$ cat config.mk
export PLATFORM = sky130hd
export DESIGN_NAME = mips_sort_result_drain
export DESIGN_NICKNAME = d
export VERILOG_FILES = /design/src/rtl/mips_sort_result_drain.sv
export SDC_FILE = /design/constraint.sdc
export NUM_CORES = 1
export LEC_CHECK = 0
export ABC_AREA = 1
export BUFFER_PORTS_ARGS = -buffer_cell sky130_fd_sc_hd__buf_2
export CORE_ASPECT_RATIO = 1.25
export CORE_MARGIN = 8
export CORE_UTILIZATION = 35
export DETAILED_ROUTE_END_ITERATION = 6
export PLACE_DENSITY = 0.61
export SYNTH_ARGS = -nofsm -noshare
export SYNTH_HDL_FRONTEND = slang
export SYNTH_SLANG_ARGS = --single-unit
$ cat constraint.sdc
create_clock -name clk -period 7.1 [get_ports clk]
set_clock_uncertainty 0.05 [all_clocks]
set_input_delay 1.42 -clock clk [delete_from_list [all_inputs] [get_ports clk]]
set_output_delay 1.42 -clock clk [all_outputs]
set_load 0.05 [all_outputs]
$ cat src/rtl/mips_sort_result_drain.sv
// Purpose: snapshot the eight sort-core result words, check their signed order in hardware, then stream them out.
// Latency: sorted_ok/chk_valid and the first m_valid come 7 cycles after the capture edge; 8 more beats to drain at full rate.
// Backpressure: m_ready low holds the current word indefinitely; a done_in that arrives while busy is dropped and flagged as overrun.
module mips_sort_result_drain #(
    parameter int DATA_W = 32,
    parameter int CNT_W  = 16
) (
    input  logic              clk,
    input  logic              rstn,
    input  logic              done_in,
    input  logic [DATA_W-1:0] res0,
    input  logic [DATA_W-1:0] res1,
    input  logic [DATA_W-1:0] res2,
    input  logic [DATA_W-1:0] res3,
    input  logic [DATA_W-1:0] res4,
    input  logic [DATA_W-1:0] res5,
    input  logic [DATA_W-1:0] res6,
    input  logic [DATA_W-1:0] res7,
    input  logic [31:0]       n_inst_in,
    output logic              m_valid,
    input  logic              m_ready,
    output logic [DATA_W-1:0] m_data,
    output logic [2:0]        m_idx,
    output logic              m_last,
    output logic              sorted_ok,
    output logic              chk_valid,
    output logic [31:0]       n_inst_lat,
    output logic              busy,
    output logic              overrun,
    output logic [CNT_W-1:0]  drain_cnt
);

    typedef enum logic [1:0] {IDLE, CHECK, STREAM} state_t;

    state_t            state, state_nxt;
    logic [DATA_W-1:0] res_buf [8];
    logic [2:0]        idx;
    logic [2:0]        idx_inc;
    logic              ok_tmp;
    logic              pair_ok;

    assign idx_inc = idx + 3'd1;
    // idx never exceeds 6 in CHECK, so idx_inc never wraps during a compare
    assign pair_ok = $signed(res_buf[idx]) <= $signed(res_buf[idx_inc]);

    always_ff @(posedge clk or negedge rstn) begin
        if (!rstn) begin
            state <= IDLE;
        end else begin
            state <= state_nxt;
        end
    end

    // Stream outputs are decoded only from state/idx/res_buf, never from m_ready
    always_comb begin
        state_nxt = state;
        m_valid   = 1'b0;
        m_data    = '0;
        m_idx     = '0;
        m_last    = 1'b0;
        busy      = (state != IDLE);
        case (state)
            IDLE: begin
                if (done_in) state_nxt = CHECK;
            end
            CHECK: begin
                if (idx == 3'd6) state_nxt = STREAM;
            end
            STREAM: begin
                m_valid = 1'b1;
                m_data  = res_buf[idx];
                m_idx   = idx;
                m_last  = (idx == 3'd7);
                if (m_ready && idx == 3'd7) state_nxt = IDLE;
            end
            default: state_nxt = IDLE;
        endcase
    end

    always_ff @(posedge clk or negedge rstn) begin
        if (!rstn) begin
            for (int k = 0; k < 8; k++) res_buf[k] <= '0;
            idx        <= '0;
            ok_tmp     <= 1'b0;
            sorted_ok  <= 1'b0;
            chk_valid  <= 1'b0;
            n_inst_lat <= '0;
            overrun    <= 1'b0;
            drain_cnt  <= '0;
        end else begin
            chk_valid <= 1'b0;
            if (done_in && state != IDLE) overrun <= 1'b1;
            case (state)
                IDLE: begin
                    if (done_in) begin
                        res_buf[0] <= res0;
                        res_buf[1] <= res1;
                        res_buf[2] <= res2;
                        res_buf[3] <= res3;
                        res_buf[4] <= res4;
                        res_buf[5] <= res5;
                        res_buf[6] <= res6;
                        res_buf[7] <= res7;
                        n_inst_lat <= n_inst_in;
                        idx        <= '0;
                        ok_tmp     <= 1'b1;
                    end
                end
                CHECK: begin
                    ok_tmp <= ok_tmp & pair_ok;
                    if (idx == 3'd6) begin
                        sorted_ok <= ok_tmp & pair_ok;
                        chk_valid <= 1'b1;
                        idx       <= '0;
                    end else begin
                        idx <= idx_inc;
                    end
                end
                STREAM: begin
                    if (m_ready) begin
                        if (idx == 3'd7) begin
                            idx       <= '0;
                            drain_cnt <= drain_cnt + CNT_W'(1);
                        end else begin
                            idx <= idx_inc;
                        end
                    end
                end
                default: idx <= '0;
            endcase
        end
    end

endmodule

Word level (Yosys, flattened, before mapping)
Cells that the tools add are included.
{ "totals": {"in_bits": 292, "output_inout_bits": 89, "ff_bits": 313, "word_cells": 66} }
{ "classes": {"bitwise": 3, "muxes": 23, "n_eq_ne": 8, "n_reduce_logical": 11, "add_sub_neg": 2, "order_cmp": 3} }
{ "ops": {"columns": ["operator", "count"], "rows": [
  ["$bmux W32 S3", 2],
  ["$mux W32", 5],
  ["$le A32 B32 Y1", 1],
  ["$add A16 B1 Y16 const B", 1],
  ["$mux W3", 5],
  ["$pmux W3 S3", 1],
  ["$ge A4 B4 Y1 const B", 2],
  ["$ne A2 B2 Y1 const B", 4],
  ["$not A3 Y4", 2],
  ["$reduce_and A2 Y1", 4],
  ["$eq A3 B3 Y1 const B", 2],
  ["$mux W2", 3],
  ["$pmux W2 S3", 1],
  ["$reduce_and A3 Y1", 2],
  ["$mux W1", 5],
  ["$reduce_bool A2 Y1", 2],
  ["$add A3 B1 Y3 const B", 1],
  ["$eq A2 B1 Y1 const B", 1],
  ["$eq A2 B2 Y1 const B", 1],
  ["$logic_and A1 B1 Y1", 2],
  ["$logic_not A2 Y1", 1],
  ["$pmux W1 S2", 1],
  ["$and A1 B1 Y1", 1]
]} }

Logic depth before layout (Yosys ltp)
Gate-level depths: netlist of run 1.
{ "depth": {"ltp_word": 8, "mapped_depth": 26, "mapped_depth_nobuf": 22} }

Worst setup path before layout of run 1
Ideal clock, no wire load.
{ "synth_timing": {"path_type": "reg2out", "from": "reg state[0]", "to": "out m_data[22]", "path_buffers": 1, "stages_incl_launch_ff": 6, "required_time_ns": 5.630, "arrival_time_ns": 2.326, "slack_ns": 3.304, "cell_sequence": "dfrtp_1 -> inv_1 -> ha_1 -> clkinv_1 -> clkbuf_1 -> a21oi_1"} }
{ "synth_via": {"elab_chain_cells": 2} }
{ "synth_lines": {"columns": ["item", "line_no", "rtl"], "rows": [
  ["start, declared", "35", "state_t state, state_nxt;"],
  ["start signal, assigned", "50", "state <= state_nxt;"],
  ["$eq A2 B2 Y1", "62", "case (state)"],
  ["$mux W32", "62", null],
  ["end, declared", "22", "output logic [DATA_W-1:0] m_data,"]
]} }
Every way passes these cells.

Final worst setup path of run 1
{ "layout_timing": {"from": "reg idx[0]", "to": "out m_data[2]"} }
{ "layout_via": {"elab_chain_cells": 5} }
{ "layout_lines": {"columns": ["item", "line_no", "rtl"], "rows": [
  ["start, declared", "37", "logic [2:0] idx;"],
  ["start signal, assigned", "116", "idx <= idx_inc;"],
  ["start signal, assigned", "125", "idx <= idx_inc;"],
  ["$not A3 Y4 (not written as such)", "71", "m_data = res_buf[idx];"],
  ["$bmux W32 S3", "71", null],
  ["$mux W32 (not written as such) (2 in series)", "71", null],
  ["$mux W32", "62", null]
]} }
Every way passes these cells. The select of a mux whose other input is x is not followed.

==> results of run 1 <==
[worst max-delay path by stage]
stage / start / end / slack, ns / cells after the start
6_report: idx[0]$_DFFE_PN0P_ / m_data[2] / 1.57 / 7
5_1_grt: idx[0]$_DFFE_PN0P_ / m_data[2] / 1.22 / 7
4_1_cts: idx[0]$_DFFE_PN0P_ / m_data[2] / 1.55 / 7
3_5_place_dp: idx[0]$_DFFE_PN0P_ / sorted_ok$_DFFE_PN0P_ / 1.94 / 19
3_3_place_gp: idx[0]$_DFFE_PN0P_ / sorted_ok$_DFFE_PN0P_ / 1.97 / 20
2_1_floorplan: state[0]$_DFFE_PN0P_ / m_data[22] / 3.30 / 5
[sequential cells by signal, indices dropped and copies added (netlist names)]
| name | cells |
|---|---|
| overrun | 1 |
| state | 2 |
| chk_valid | 1 |
| n_inst_lat | 32 |
| idx | 3 |
| ok_tmp | 1 |
| res_buf | 256 |
| sorted_ok | 1 |
| drain_cnt | 16 |
[through the flow]
step,utilization (%),setup slack (ns)
after floorplan,-,3.30
after global placement,40.0,1.97
after detailed placement,40.0,1.94
after CTS,42.7,1.55
after global routing,42.7,1.22
final,42.7,1.57
[cell type report]
| cell class | instances | area (um^2) | share of cell area (%) |
|---|---|---|---|
| multi-input combinational | 1715 | 7980 | 38.7 |
| clock inverter | 15 | 199 | 0.966 |
| timing repair buffer | 393 | 2030 | 9.88 |
| sequential | 313 | 7840 | 38.1 |
| tap | 644 | 806 | 3.91 |
| inverter | 160 | 616 | 2.99 |
| clock buffer | 53 | 1120 | 5.43 |
| antenna | 1 | 2.50 | 0.0121 |
[metal layers]
layer  up-vias  GRT usage [%]  wire length [um]
met4         0           9.42              2970
met2       607           38.5             31300
li1       8172              -                 -
met3       132           3.94              3950
met5         -              0                 0
met1      7994           26.1             24900
[cells in the final DEF (no fill, tap or decap), types with 3 or more instances in the layout]
cell | Yosys | layout
o21ai_0 | 431 | 431
nor2_1 | 58 | 58
nand3_1 | 52 | 52
nand2_1 | 832 | 831
inv_6 | 0 | 3
inv_1 | 156 | 154
a21oi_1 | 237 | 237
clkbuf_8 | 0 | 9
o211ai_1 | 19 | 19
bufinv_16 | 0 | 4
o21ai_1 | 6 | 6
buf_4 | 0 | 11
ha_1 | 39 | 37
dfrtp_1 | 313 | 310
nand4_1 | 4 | 4
xor2_1 | 9 | 9
clkbuf_16 | 0 | 39
buf_2 | 41 | 379
nor2_4 | 4 | 4
clkinv_1 | 2 | 3
clkbuf_1 | 100 | 5
clkinv_2 | 0 | 4
xnor2_1 | 6 | 6
[kinds of logic (layout without fill, tap and decap cells)]
kind of cell	Yosys count	count (layout)	synth area share, %
buffers and inverters	323	621	7.41
xor gates and xnor gates	15	15	0.770
DFF	313	313	45.9
and+or+nand+nor	960	960	22.1
other	0	1	0
muxes	1	1	0.0660
adders and majority gates	39	39	2.86
AOI/OAI and AO/OA	700	700	20.9
[power by group through the flow]
stage	Clock, mW	Combinational (mW)	Sequential [mW]
global route	2.18	5.13	3.27
CTS	2.12	4.54	3.17
floorplan	0	3.06	3.22
global placement	0	4.43	3.18
detailed placement	0	4.52	3.19
finish	2.05	4.51	3.18
[worst max-delay path, cell delays in order (launching register included)]
cell,delay [ns]
dfrtp_4,0.78
inv_8,0.64
buf_4,0.78
nor2_1,0.07
o21ai_0,0.26
nand2_1,0.12
a21oi_1,0.32
buf_2,0.33
==> reports/metrics.yaml, run 1 <==
synth-seq-area-share_pct: 45.9
clk_pin_slew_ns: 0.06
num_rows: 90
first_iter_violations: 1242
worst_hold_slack_ns: 0.405
synth.top_cells.by_area: "dfrtp_1 (46%), nand2_1 (18%), o21ai_0 (13%)"
holdPathEnd: "overrun$_DFFE_PN0P_"
overflow: 0
synth_top_area_share_pct: 45.9
synth_ff_type: "dfrtp_1"
syn_area_um2: 17100
power.internal_mw: 5.24
yosysMostFrequentCell: "nand2_1"
finalHoldViolCount: 0
worstPathMaxFanout: 210
synth_area_per_cell_um2: 7.25
die_area_um2: 56100
cts_setup_buffers: 0
ios: 381
port-buffer-count: 380
wl_per_cell_um: 19.2
status: "finished, final reports clean"
power_density_nw_per_um2: 473
clock_tree.htree_level_count: 2
p_leak_nw: 10.6
vias: 16900
path_class: "reg -> out"
tightest_slew_ns: 1.34
synth-edff-count: 0
fin_area_um2: 20600
grt_pass1_vias: 17200
tritoncts: "built"
clock_latency_ns: 0.55
cts.sinks: 313
fin_crit_sh_pct: 77.9
r2r-start: "idx[0]$_DFFE_PN0P_"
report.final.slew_viol_count: 0
fp.coreArea_um2: 48200
ys_ff_latch: 313
routabilityCongestion: 0.892
synth_commonest_cells: "nand2_1 (832), o21ai_0 (431), dfrtp_1 (313), a21oi_1 (237), inv_1 (156)"
p_sw_share_pct: 46.2
cts_buffers: 37
critPathLaunchType: "register"
synth_nets: 2682
pwr-share-clk_pct: 21.1
fin_setup_tns_ns: 0
grt_pass1_wl_um: 97400
relSlewSlack_pct: 10.6
worstRegToRegCells: 19
via_per_inst: 5.13
p_switching_mw: 4.50
power.total_mw: 9.74
rrSetupSlack_ns: 1.82
holdCritStartpoint: "overrun$_DFFE_PN0P_"
numPlacedInstances: 3225
clockRootBuffer: "clkbuf_16"
dp_hpwl_um: 45000
max_freq_mhz: 181
timing.final.crit_period_ns: 5.53
fill_cells: 5069
ant_nets: 0
wl_um: 63100
grt_use_total_pct: 22.1
start_util_pct: 35.4
drive_gt1_share_pct: 18.1
peakVddDrop_mv: 0.289
yosys.area.top_type: "dfrtp_1"
fp.dieH_um: 263
setup_viol: 0
crit_arrival_ns: 4.06
antenna_found_initial: 7
cp.required_ns: 5.63
cts-resized-gates: 0
async_flop_share_pct: 100
hold_path_class: "reg -> reg"
final_net_count: 2951
syn_to_final_growth_pct: 20.8
yosysWarnings: 0
die_w_um: 213
p_comb_share_pct: 46.3
hold_buffers: 0
synthCells: 2351
grt_setup_unrepaired: "no"
grt_max_degree: 211
fin_cells: 3294
drcViolationCount: 0
max-cap-violations: 0
hold_depth: 1
reg2reg_to: "sorted_ok$_DFFE_PN0P_"
cts_buffer_depth: 3
ys_types: 31
placed_cell_area_um2: 19300
crit_path_end_kind: "primary output"
drtPass1Iterations: 5
p_seq_share_pct: 32.7
No activity file was read; power rests on OpenSTA's default activity.
==> run 2, diff against run 1 <==
--- a/config.mk
+++ b/config.mk
@@ -11,7 +11,7 @@
 export CORE_MARGIN = 8
 export CORE_UTILIZATION = 35
 export DETAILED_ROUTE_END_ITERATION = 6
-export PLACE_DENSITY = 0.61
+export PLACE_DENSITY = 0.63
 export SYNTH_ARGS = -nofsm -noshare
 export SYNTH_HDL_FRONTEND = slang
 export SYNTH_SLANG_ARGS = --single-unit
==> constraint.sdc (replaced) <==
create_clock -name clk -period 4.85 [get_ports clk]
set_clock_uncertainty 0.05 [all_clocks]
set_input_delay 0.97 -clock clk [delete_from_list [all_inputs] [get_ports clk]]
set_output_delay 0.97 -clock clk [all_outputs]
set_load 0.05 [all_outputs]
==> reports/metrics.yaml, run 2 (synthesis results as in run 1) <==
power.total_mw: 14.3  # was 9.74 mW
holdCritStartpoint: "overrun$_DFFE_PN0P_"  # unchanged
reg2reg_to: "sorted_ok$_DFFE_PN0P_"  # unchanged
worstPathMaxFanout: 19  # was 210
tritoncts: "built"  # unchanged
cts_buffer_depth: 3  # unchanged
ios: 381  # unchanged
holdPathEnd: "overrun$_DFFE_PN0P_"  # unchanged
p_leak_nw: 10.6  # about the same
start_util_pct: 35.4  # unchanged
cts_buffers: 37  # unchanged
first_iter_violations: 1618  # was 1242
final_net_count: 2959  # was 2951
p_sw_share_pct: 46.3  # was 46.2%
die_area_um2: 56100  # unchanged
crit_path_end_kind: "primary output"  # unchanged
crit_arrival_ns: 3.12  # was 4.06 ns
grt_setup_unrepaired: "no"  # unchanged
via_per_inst: 5.18  # was 5.13
drive_gt1_share_pct: 18.2  # was 18.1%
path_class: "reg -> out"  # unchanged
fp.coreArea_um2: 48200  # unchanged
cts.sinks: 313  # unchanged
tightest_slew_ns: 1.08  # was 1.34 ns
final_common_cell: "nand2_1"  # unchanged
worstRegToRegCells: 19  # unchanged
clock_tree.htree_level_count: 2  # unchanged
dp_hpwl_um: 45000  # about the same
r2r-start: "idx[0]$_DFFE_PN0P_"  # unchanged
overflow: 0  # unchanged
power_density_nw_per_um2: 692  # was 473 nW/um^2
timing.final.crit_period_ns: 4.14
p_comb_share_pct: 47.6  # was 46.3%
routabilityCongestion: 0.952  # was 0.892
wl_um: 63300  # was 63100 um
grt_pass1_vias: 16800  # was 17200
max-cap-violations: 0  # unchanged
p_switching_mw: 6.62  # was 4.50 mW
pwr-share-clk_pct: 20.8  # was 21.1%
clk_pin_slew_ns: 0.06  # about the same
status: "finished, final reports clean"  # unchanged
max_freq_mhz: 242
fp.dieH_um: 263  # unchanged
hold_depth: 1  # unchanged
fin_crit_sh_pct: 85.3
ant_nets: 0  # unchanged
setup_viol: 0  # unchanged
cts-resized-gates: 0  # unchanged
grt_use_total_pct: 22.0  # was 22.1%
cts_setup_buffers: 0  # unchanged
hold_path_class: "reg -> reg"  # unchanged
cp.required_ns: 3.83  # was 5.63 ns
largest_register_ffs: 256  # unchanged
drtPass1Iterations: 6  # was 5
report.final.slew_viol_count: 0  # unchanged
clock_latency_ns: 0.56  # was 0.55 ns
wl_per_cell_um: 19.2  # about the same
p_seq_share_pct: 31.6  # was 32.7%
die_w_um: 213  # unchanged
finalHoldViolCount: 0  # unchanged
critPathLaunchType: "register"  # unchanged
regMostFlops: "res_buf"  # unchanged
largestRegisters: "res_buf: 256 flops, n_inst_lat: 32 flops, drain_cnt: 16 flops"  # unchanged
mostFrequentLayoutCells: "nand2_1 (831), o21ai_0 (431), buf_2 (379)"  # unchanged
grt_pass1_wl_um: 97000  # was 97400 um
antenna_found_initial: 14  # was 7
grt_max_degree: 213  # was 211
port-buffer-count: 380  # unchanged
peakVddDrop_mv: 0.378  # was 0.289 mV
syn_to_final_growth_pct: 21.3  # was 20.8%
fill_cells: 4949  # was 5069
relSlewSlack_pct: 28.0  # was 10.6%
hold_buffers: 0  # unchanged
num_rows: 90  # unchanged
vias: 17100  # was 16900
rrSetupSlack_ns: 1.09  # was 1.82 ns
drcViolationCount: 0  # unchanged
fin_setup_tns_ns: 0  # unchanged
clockRootBuffer: "clkbuf_16"  # unchanged
power.internal_mw: 7.69  # was 5.24 mW
-- run 2: how the worst max path moves through the flow --
| stage | end | start | slack [ns] | cells after the start |
|---|---|---|---|---|
| 5_1_grt | m_data[3] | idx[0]$_DFFE_PN0P_ | 0.52 | 7 |
| 6_report | m_data[21] | idx[1]$_DFFE_PN0P_ | 0.71 | 8 |
| 3_5_place_dp | sorted_ok$_DFFE_PN0P_ | idx[0]$_DFFE_PN0P_ | 1.11 | 20 |
| 3_3_place_gp | sorted_ok$_DFFE_PN0P_ | idx[2]$_DFFE_PN0P_ | 1.17 | 15 |
| 2_1_floorplan | sorted_ok$_DFFE_PN0P_ | idx[0]$_DFFE_PN0P_ | 1.48 | 20 |
| 4_1_cts | m_data[22] | idx[1]$_DFFE_PN0P_ | 0.67 | 8 |
-- run 2: layout make-up --
type	instances	area, um^2	area share [%]
clock inverter	12	191	0.925
tap	644	806	3.89
clock buffer	52	1080	5.24
timing repair buffer	401	2160	10.4
antenna	6	15.0	0.0726
sequential	313	7840	37.9
inverter	160	616	2.98
multi-input combinational	1715	7980	38.6
-- run 2: stage by stage --
stage	cells	hold slack (ns)	instance area [um^2]	util, %	setup slack [ns]
after CTS	3297	0.410	20700	42.9	0.669
after global routing	3303	0.439	20700	42.9	0.522
after detailed placement	3233	0.398	19400	40.2	1.11
final	3303	0.408	20700	42.9	0.711
after floorplan	2351	0.410	17100	-	1.48
after global placement	3233	0.384	19400	40.2	1.17
-- run 2: routing by layer --
layer  vias up  part of all wire, %  track usage, %
li1       8187                    -               -
met1      8048                   39            26.7
met2       719                   50            37.5
met3       145                  6.8            4.08
met4         4                  3.9            9.27
met5         -                0.044               0
-- run 2: critical path, stage by stage, from the launching register on --
cell and delay, ns:
dfrtp_4 0.46, clkinv_1 0.61, buf_4 0.49, a21oi_1 0.13, o21ai_0 0.09, nand2_1 0.08
nand2_1 0.10, a21oi_1 0.27, buf_2 0.33
-- run 2: power by group through the flow --
stage               sequential (mW)  combinational [mW]  clock [mW]
floorplan                      4.72                4.48           0
global placement               4.51                6.66           0
detailed placement             4.53                6.80           0
CTS                            4.50                6.84        3.05
global route                   4.64                7.70        3.13
finish                         4.52                6.82        2.97
==> run 3, diff against run 2 <==
--- a/config.mk
+++ b/config.mk
@@ -9,9 +9,9 @@
 export BUFFER_PORTS_ARGS = -buffer_cell sky130_fd_sc_hd__buf_2
 export CORE_ASPECT_RATIO = 1.25
 export CORE_MARGIN = 8
-export CORE_UTILIZATION = 35
+export CORE_UTILIZATION = 50
 export DETAILED_ROUTE_END_ITERATION = 6
-export PLACE_DENSITY = 0.63
+export PLACE_DENSITY = 0.83
 export SYNTH_ARGS = -nofsm -noshare
 export SYNTH_HDL_FRONTEND = slang
 export SYNTH_SLANG_ARGS = --single-unit
==> reports/metrics.yaml, run 3 (synthesis results as in run 1) <==
status: "complete, but fails checks"  # was finished, final reports clean
violations: "DRC"
power_density_nw_per_um2: 696  # was 692 nW/um^2
drive_gt1_share_pct: 18.1  # was 18.2%
fill_cells: 3030  # was 4949
grt_pass1_wl_um: 90600  # was 97000 um
fp.coreArea_um2: 33600  # was 48200 um^2
antenna_found_initial: 4  # was 14
reg2reg_to: "sorted_ok$_DFFE_PN0P_"  # unchanged
cp_slowest_stage_delay_ns: 0.83  # was 0.61 ns
port-buffer-count: 380  # unchanged
holdCritStartpoint: "drain_cnt[15]$_DFFE_PN0P_"  # was overrun$_DFFE_PN0P_
largestRegisters: "res_buf: 256 flops, n_inst_lat: 32 flops, drain_cnt: 16 flops"  # unchanged
p_leak_nw: 10.6  # about the same
vias: 17100  # about the same
critPathLaunchType: "register"  # unchanged
crit_path_top_delay_cell: "dfrtp_4"  # was clkinv_1
critical_path.top_delay_family: "buffers and inverters"  # unchanged
peakVddDrop_mv: 0.475  # was 0.378 mV
fin_area_um2: 20400  # was 20700 um^2
multi_input_area_um2: 7980  # unchanged
die_area_um2: 40300  # was 56100 um^2
setup_viol: 0  # unchanged
cts-resized-gates: 0  # unchanged
drcViolationCount: 12  # was 0
cp.required_ns: 3.83  # about the same
fin_crit_sh_pct: 82.7  # was 85.3%
cts.sinks: 313  # unchanged
largest_register_ffs: 256  # unchanged
path_class: "reg -> out"  # unchanged
final_net_count: 2957  # was 2959
hold_path_class: "reg -> reg"  # unchanged
dp_hpwl_um: 41200  # was 45000 um
timing.final.crit_period_ns: 4.01  # was 4.14 ns
first_iter_violations: 1799  # was 1618
hold_buffers: 0  # unchanged
clock_latency_ns: 0.52  # was 0.56 ns
cts_buffers: 34  # was 37
num_rows: 75  # was 90
holdPathEnd: "drain_cnt[15]$_DFFE_PN0P_"  # was overrun$_DFFE_PN0P_
final_util_pct: 60.6  # was 42.9%
grt_max_degree: 178  # was 213
final-seq-area_um2: 7840  # unchanged
hold_depth: 1  # unchanged
crit_top_cell: "o21ai_0"
worstRegToRegCells: 18  # was 19
overflow: 0  # unchanged
report.final.slew_viol_count: 0  # unchanged
regMostFlops: "res_buf"  # unchanged
crit_arrival_ns: 2.99  # was 3.12 ns
tightest_slew_ns: 0.992  # was 1.08 ns
ant_nets: 0  # unchanged
wl_per_cell_um: 18.6  # was 19.2 um
mostFrequentLayoutCells: "nand2_1 (831), o21ai_0 (431), buf_2 (379)"  # unchanged
max-cap-violations: 0  # unchanged
fin_setup_tns_ns: 0  # unchanged
syn_to_final_growth_pct: 19.5  # was 21.3%
fp.dieH_um: 222  # was 263 um
grt_pass1_vias: 17200  # was 16800
crit_path_end_kind: "primary output"  # unchanged
r2r-start: "idx[1]$_DFFE_PN0P_"  # was idx[0]$_DFFE_PN0P_
relSlewSlack_pct: 33.9  # was 28.0%
worstPathMaxFanout: 49  # was 19
wl_um: 57400  # was 63300 um
grt_setup_unrepaired: "no"  # unchanged
routabilityCongestion: 0.943  # was 0.952
cts_buffer_depth: 3  # unchanged
start_util_pct: 50.8  # was 35.4%
critPathBufInv: 2  # was 3
drtPass1Iterations: 7  # was 6
grt_use_total_pct: 27.8  # was 22.0%
die_w_um: 181  # was 213 um
cts_setup_buffers: 0  # unchanged
finalHoldViolCount: 0  # unchanged
crit_path_cell_trace: "buf_4, o21ai_0, o21ai_0, nand2_1, a21oi_1, buf_2"  # was clkinv_1, buf_4, a21oi_1, o21ai_0, nand2_1, nand2_1, a21oi_1, buf_2
clk_pin_slew_ns: 0.06  # about the same
ios: 381  # unchanged
clockRootBuffer: "clkbuf_16"  # unchanged
via_per_inst: 5.57  # was 5.18
rrSetupSlack_ns: 1.04  # was 1.09 ns
clock_tree.htree_level_count: 2  # unchanged
max_freq_mhz: 249  # was 242 MHz
placed_cell_area_um2: 19100  # was 19400 um^2
tritoncts: "built"  # unchanged
final_common_cell: "nand2_1"  # unchanged
==> run 3: cell count changes in the layout (fill, tap and decap cells not counted), sizes merged <==
cell      delta
inv          +1
clkbuf       -2
buf          +1
bufinv       +1
clkinvlp     -1
diode        -4
clkinv       -2
==> run 3: area by class of cell <==
| cell class | instances | share of cell area [%] |
|---|---|---|
| diodes | 2 | 0.0246 |
| clock buffers | 50 | 5.03 |
| clock inverters | 11 | 1.04 |
| inverters | 160 | 3.02 |
| multi-input cells | 1715 | 39.2 |
| flip-flops and latches | 313 | 38.5 |
| well taps | 423 | 2.60 |
| repair buffers | 402 | 10.6 |
==> run 3: per-stage QoR <==
| step | hold slack, ns | worst slack, ns | power [mW] | std cells |
|---|---|---|---|---|
| final | 0.419 | 0.841 | 14.2 | 3076 |
| after global routing | 0.436 | 0.668 | 15.3 | 3076 |
| after global placement | 0.384 | 1.07 | 11.0 | 3013 |
| after floorplan | 0.410 | 1.48 | 9.19 | 2351 |
| after CTS | 0.427 | 0.819 | 14.2 | 3074 |
| after detailed placement | 0.410 | 1.06 | 11.2 | 3013 |
==> run 3: worst max path at each step <==
stage                         start                    end  slack, ns  cells after the start
4_1_cts        state[0]$_DFFE_PN0P_              m_data[1]       0.82                      6
5_1_grt          idx[1]$_DFFE_PN0P_             m_data[11]       0.67                      6
6_report         idx[1]$_DFFE_PN0P_             m_data[11]       0.84                      6
3_3_place_gp     idx[1]$_DFFE_PN0P_  sorted_ok$_DFFE_PN0P_       1.07                     18
3_5_place_dp     idx[1]$_DFFE_PN0P_  sorted_ok$_DFFE_PN0P_       1.06                     18
2_1_floorplan    idx[0]$_DFFE_PN0P_  sorted_ok$_DFFE_PN0P_       1.48                     20
==> run 3: report_power, final <==
part | total [mW] | switching (mW) | internal, mW
registers | 4.59 | 0.805 | 3.78
logic | 6.72 | 4.62 | 2.10
clock network | 2.87 | 1.08 | 1.79
total | 14.2 | 6.50 | 7.67
==> run 3: metal layers <==
layer	up-vias	share of wire, %	global-route usage, %
met1	7968	37	32.0
met4	2	5.4	14.8
met3	160	7.5	5.71
met5	-	0.024	0
li1	8175	-	-
met2	814	50	48.0
==> run 3: worst register-to-register path, cell delays in order, from the launching register on <==
cell and delay (ns):
dfrtp_4 0.72, ha_1 0.30, ha_2 0.66, inv_1 0.44, nand3_1 0.21, nand2_1 0.07, ha_1 0.29, a21oi_1 0.16
nor2_1 0.06, nor2_1 0.08, nand2_1 0.09, nand2_1 0.06, nand2_1 0.09, nand2_1 0.10, nand2_1 0.05, nand2_1 0.06
nand3_1 0.09, nand3_1 0.08, nand2_1 0.05
